File: config.mk
export PLATFORM = sky130hd
export DESIGN_NAME = edge_evt_packer
export DESIGN_NICKNAME = d
export VERILOG_FILES = /design/src/rtl/edge_evt_packer.sv
export SDC_FILE = /design/constraint.sdc
export NUM_CORES = 1
export LEC_CHECK = 0
export BUFFER_PORTS_ARGS = -buffer_cell sky130_fd_sc_hd__buf_2
export CELL_PAD_IN_SITES_DETAIL_PLACEMENT = 1
export CELL_PAD_IN_SITES_GLOBAL_PLACEMENT = 1
export CORE_AREA = 2 2 90 83
export CTS_BUF_LIST = sky130_fd_sc_hd__clkbuf_8 sky130_fd_sc_hd__clkbuf_16
export CTS_CLUSTER_DIAMETER = 60
export DETAILED_ROUTE_END_ITERATION = 12
export DIE_AREA = 0 0 92 85
export GPL_TIMING_DRIVEN = 0
export HOLD_SLACK_MARGIN = 0.03
export PLACE_DENSITY = 0.91
export SKIP_LAST_GASP = 1
export SYNTH_ARGS = -nofsm -noshare
export SYNTH_HDL_FRONTEND = slang
export SYNTH_SLANG_ARGS = --single-unit
File: constraint.sdc
create_clock -name clk -period 4.1 [get_ports clk]
set_input_delay 0.615 -clock clk [delete_from_list [all_inputs] [get_ports clk]]
set_output_delay 0.615 -clock clk [all_outputs]
set_load 0.005 [all_outputs]
File: src/rtl/edge_evt_packer.sv
// Edge event packer: timestamps edge pulses with a saturating inter-edge delta and a
// wrapping sequence number, then pushes {seq, delta} records into a write FIFO.
// Define EDGE_EVT_PACKER_DROP_CNT_EN to add the saturating drop_cnt output.
module edge_evt_packer #(
  parameter  int CNT_W  = 24,
  parameter  int SEQ_W  = 8,
  localparam int DATA_W = SEQ_W + CNT_W
) (
  input  logic              clk,
  input  logic              rst,
  input  logic              ce,
  input  logic              edge_in,
  input  logic              fifo_full,
  output logic              fifo_wr_en,
  output logic [DATA_W-1:0] fifo_din,
`ifdef EDGE_EVT_PACKER_DROP_CNT_EN
  output logic [15:0]       drop_cnt,
`endif
  output logic              pend
);

  typedef enum logic {EMPTY, FULL} state_t;

  localparam logic [CNT_W-1:0] CNT_MAX = {CNT_W{1'b1}};

  state_t             state, state_nxt;
  logic [CNT_W-1:0]   cnt;
  logic [CNT_W-1:0]   cnt_inc;
  logic [SEQ_W-1:0]   seq;
  logic               evt;
  logic               load;
  logic               drop;

  assign evt        = ce & edge_in;
  assign pend       = (state == FULL);
  assign fifo_wr_en = pend & ~fifo_full;
  // Saturating increment; also serves as the captured delta on an edge.
  assign cnt_inc    = (cnt == CNT_MAX) ? CNT_MAX : cnt + CNT_W'(1);

  // NOTE: every output of this block gets a default first so no latch is inferred.
  always_comb begin
    state_nxt = state;
    load      = 1'b0;
    drop      = 1'b0;
    unique case (state)
      EMPTY: begin
        if (evt) begin
          load      = 1'b1;
          state_nxt = FULL;
        end
      end
      FULL: begin
        if (evt) begin
          if (fifo_full) drop = 1'b1;
          else           load = 1'b1;
        end else if (!fifo_full) begin
          state_nxt = EMPTY;
        end
      end
      default: state_nxt = EMPTY;
    endcase
  end

  // NOTE: sequential state uses non-blocking assignments so all registers update together.
  always_ff @(posedge clk or posedge rst) begin
    if (rst) begin
      state    <= EMPTY;
      cnt      <= '0;
      seq      <= '0;
      fifo_din <= '0;
    end else begin
      state <= state_nxt;
      if (ce) begin
        cnt <= edge_in ? '0 : cnt_inc;
      end
      if (evt) begin
        seq <= seq + SEQ_W'(1);
      end
      if (load) begin
        fifo_din <= {seq, cnt_inc};
      end
    end
  end

`ifdef EDGE_EVT_PACKER_DROP_CNT_EN
  always_ff @(posedge clk or posedge rst) begin
    if (rst) begin
      drop_cnt <= '0;
    end else if (drop && drop_cnt != 16'hFFFF) begin
      drop_cnt <= drop_cnt + 16'd1;
    end
  end
`endif

endmodule

== Word-level counts from Yosys, hierarchy flattened ==
Index checks and enable logic that the tools add are counted.

* Bits in registers: 65

* Add/subtract/negate cells: 2
* Equality and inequality tests: 1
* Multiplexer cells: 9
* Bitwise logic cells: 4

{| class="wikitable"
|+ Operators with widths
! kind !! number
|-
| $mux 24 || 2
|-
| $add 24x1->24 const B || 1
|-
| $eq 24x24->1 const B || 1
|-
| $add 8x1->8 const B || 1
|-
| $mux 1 || 5
|-
| $pmux 1 s2 || 2
|-
| $and 1x1->1 || 2
|-
| $not 1->1 || 2
|}

== Logic depth before layout (Yosys ltp) ==
* Depth in word-level cells: 3
* Gate-level depth with buffers: 8
* Gate-level depth less buffers: 6

== Least setup slack after synthesis ==
OpenSTA, ideal clock, no wires.

* Path type: input port to flip-flop
* Start: input port ce
* End: register fifo_din[17]
* Arrival: 1.822 ns
* Slack: 2.196 ns
* Stages on the path: 6
* Buffers on the path: 2
* Path through: clkbuf_1 -> nand2_1 -> a21oi_1 -> clkbuf_1 -> nor2_1 -> a31oi_1

* Longest elaborated chain between the ends: 3
* Elaborated cells on any way between the ends: 4

{| class="wikitable"
|+ Ends and longest elaborated chain
! item !! RTL line !! source
|-
| start: declaration || 11 || <nowiki>input logic ce,</nowiki>
|-
| $and 1x1->1 (*) || 34 || <nowiki>assign evt = ce & edge_in;</nowiki>
|-
| $mux 1 (on tied branches) || 53, 47 ||
|-
| $pmux 1 s2 (*) || 45 || <nowiki>unique case (state)</nowiki>
|-
| end signal: assignment || 80 || <nowiki>fifo_din <= {seq, cnt_inc};</nowiki>
|-
| end: declaration || 15 || <nowiki>output logic [DATA_W-1:0] fifo_din,</nowiki>
|}

Every way passes the cells marked *; elsewhere a longest branch is shown, timed or not.
A chain may end at the register's enable or synchronous reset.

== Worst setup path after layout ==
* Start: input port ce
* End: register fifo_din[6]

Same word-level chain as after synthesis.

==> results.txt <==
- Synth warnings: 0
* Fraction of registers with async set or reset after synthesis: 100%
- After detailed routing, the number of remaining DRC violations is 0.
- Critical path buffers and inverters: 2
- IO Count: 39
- Net count reported at finish: 397
* Destination of the worst register-to-register timing path: cnt[9]
- Largest fanout on the critical path: 10
* Largest net degree at the start of global routing: 39
- Worst endpoint data arrival time: 2580 ps
- TritonCTS built the clock tree.
- Number of global-route vias before repair: 3,048
* Proportion of synthesized chip area in sequential cells: 50.8%
* Vias per cell: 5.84
* Delay of the slowest cell on the worst path: 640 ps
- Antenna diode count: 0
- Vias after detailed routing: 2,844
* Number of instances resized during post-cts repair: 0
* Most frequent cells in the layout: sky130_fd_sc_hd__dfrtp_1, sky130_fd_sc_hd__nand2_1, sky130_fd_sc_hd__buf_2
- Hold repair after CTS inserted 0 buffers.
- The tightest min-delay check is of the in -> async type.
- Each instance of the synthesized netlist takes up on average 9.38 um2.
- Before antenna repair, the detailed router went through 4 iterations.
- Buffers placed on the I/O ports in this run total 37.
- The largest individual stage delay along the critical path comes from the cell sky130_fd_sc_hd__a21oi_1.
- Layout filler cell count: 832
* Standby leakage power: 1.70 nW
- Most common library cell in the layout ignoring fill and taps: sky130_fd_sc_hd__dfrtp_1
- Reg2Reg Depth: 8
* Number of hold violations in the final report: 0
- The worst setup path is captured at a register.
- The critical path in this run is classified as in -> reg.
- Clk root buf: sky130_fd_sc_hd__clkbuf_8
* Worst clock skew: 8.79 ps
* Antenna-violating nets left: 0
- In this run, synthesis produced a sequential element count of 65.
* Congestion Overflow GR: 0
- Result of the run: complete, no violations
- The core region is 0.00689 mm2.
- Tightest Pin Transition: 755 ps
* Clk_lat worst skew: 360 ps
- The first global-routing pass estimated 15,500 um of wire.
* Endpoint required time on the critical path: 4370 ps
- At the end of routability-driven placement, the weighted congestion stood at 0.841.
- After clock tree synthesis, the clock-pin slew on the worst setup and hold paths is 70 ps.
- Setup violations remaining at the end of the flow were counted as 0.
- In this run the vertical extent of the chip is 85 um.
- Layout cell share with drive strength beyond 1: 17.8%
- Counting along the longest clock path gives a buffer depth of 2.
- Accumulated negative setup slack: 0 ps
- Number of antenna violations at the first check in global routing: 0
- TritonCTS Sinks: 65
- Total Routed Length: 9230 um
- Total count of max-transition violations in the final report: 0
- For this run, the total global-route usage over all layers was measured as 25.8%.
- In this run the critical register-to-register path is launched from cnt[0].
* Finished layout cell area: 0.00372 mm2
* Worst hold margin: 338 ps
- Synth-to-Final Area Change: 16.2%
- In this run, placement finished with an instance count of 472.
- H-tree levels: 3
- Measured on the finished design, the core utilization comes to 53.9%.
- TritonCTS created 9 clock buffers.
* Power density over cell area: 421 mW/mm2
- Number of enable flip-flop cells after synthesis: 0
* Primary FF master, synth: sky130_fd_sc_hd__dfrtp_1
* Die Span X: 92 um
- The worst path uses 56.4% of the clock period.
- The signal on the critical path passes through clkbuf_1, nand2_1, a21oi_1, clkbuf_1, nor2_1, a31oi_1.
- Site Rows: 29
- The worst-case IR drop observed on VDD is 0.000190 V.
* Sum of net half-perimeters after detailed placement: 6210 um
- The detailed router finished its first iteration with 210 violations.
- The cell that appears most often on the critical path is sky130_fd_sc_hd__clkbuf_1.
- Summing all placed instances gives a cell area of 0.00352 mm2.
- The die covers 0.00782 mm2.
* Sequential cell area: 0.00163 mm2
* Initial core utilization: 46.4%
- Post-Synthesis Cell Area: 0.00320 mm2
* Cell count after synthesis: 341
* Count of distinct cell types in the synthesized netlist: 43
- In the final routed layout, each cell accounts on average for 19.0 um.
- The kind of cell with the highest combined delay along the critical path is buffers and inverters.
- Summing all multi-input logic gate instances after layout gives 0.00145 mm2.
- Counting every net in the synthesized netlist gives 348.
- RSZ-0062 raised after global routing: false
* Achievable frequency: 0.432 GHz
- Minimum clock period after layout: 2310 ps
- In this run the tightest slew margin relative to its limit is 49.7%.
- Number of buffers inserted by post-CTS setup repair: 0
- Max-cap violation count: 0
- In this run the register-to-register setup slack is 1820 ps.
* Cell Count, Final, Fillers Out: 487
* Kind of launch point of the worst setup path: primary input
## area by class of cell
class / instances / area share, %
Inverter: 4 / 0.404
Timing Repair Buffer: 38 / 5.52
Clock inverter: 4 / 1.18
Buffer: 25 / 2.93
Sequential cell: 65 / 43.8
Tap cell: 93 / 3.13
Multi-Input combinational cell: 247 / 39.0
Clock buffer: 11 / 4.07
## logic make-up (layout without fill, tap and decap cells)
kind of cell / Yosys count / in the layout / synth area share [%]
DFF: 65 / 65 / 50.8
adders and majority gates: 2 / 2 / 0.782
xor gates and xnor gates: 22 / 22 / 6.02
buffers and inverters: 29 / 82 / 3.87
and+or+nand+nor: 138 / 138 / 21.8
AOI/OAI and AO/OA: 85 / 85 / 16.7
## stage by stage
stage                     setup WS, ps  power (mW)
after global routing              1530        1.63
after detailed placement          1500        1.02
final                             1790        1.56
after global placement            1040       0.992
after CTS                         1780        1.58
after floorplan                   1860       0.908
## how the worst max path moves through the flow
stage                   endpoint  from  depth (start not counted)
floorplan                 cnt[0]   rst                          1
global placement     fifo_din[9]   rst                          2
detailed placement  fifo_din[21]    ce                          5
CTS                  fifo_din[6]    ce                          6
global route         fifo_din[6]    ce                          6
finish               fifo_din[6]    ce                          6
## sequential cells by signal, summed over array words and instances (netlist names)
signal / count
cnt: 24
pend: 1
fifo_din: 32
seq: 8
## metal layers
metal | global-route usage (%) | wire length [um] | vias up
met3 | 6.31 | 415 | 21
li1 | - | - | 1303
met4 | 9.36 | 215 | 0
met5 | 0 | 0 | -
met1 | 30.6 | 3750 | 1432
met2 | 45.8 | 4840 | 88
## synthesized netlist by cell type (all sizes together), types with 5 or more instances
cell | number | area share (%)
a31oi | 16 | 3.1
dfrtp | 65 | 51
nand2 | 48 | 5.9
and3 | 6 | 1.2
a21oi | 25 | 3.9
buf | 7 | 1.3
nor2 | 36 | 4.2
nand4 | 10 | 2.4
clkbuf | 18 | 2.1
o21ai | 17 | 2.7
xnor2 | 17 | 4.7
nand3 | 9 | 1.4
and2 | 5 | 0.98
a31o | 7 | 1.9
xor2 | 5 | 1.4
nor3 | 8 | 1.4
## report_power, final
group / switching, mW / internal, mW / leakage (nW)
sequential: 0.0629 / 0.720 / 0.853
clock: 0.252 / 0.306 / 0.106
combinational: 0.125 / 0.0980 / 0.740
total: 0.440 / 1.12 / 1.70
No activity file was read; power rests on OpenSTA's default activity.
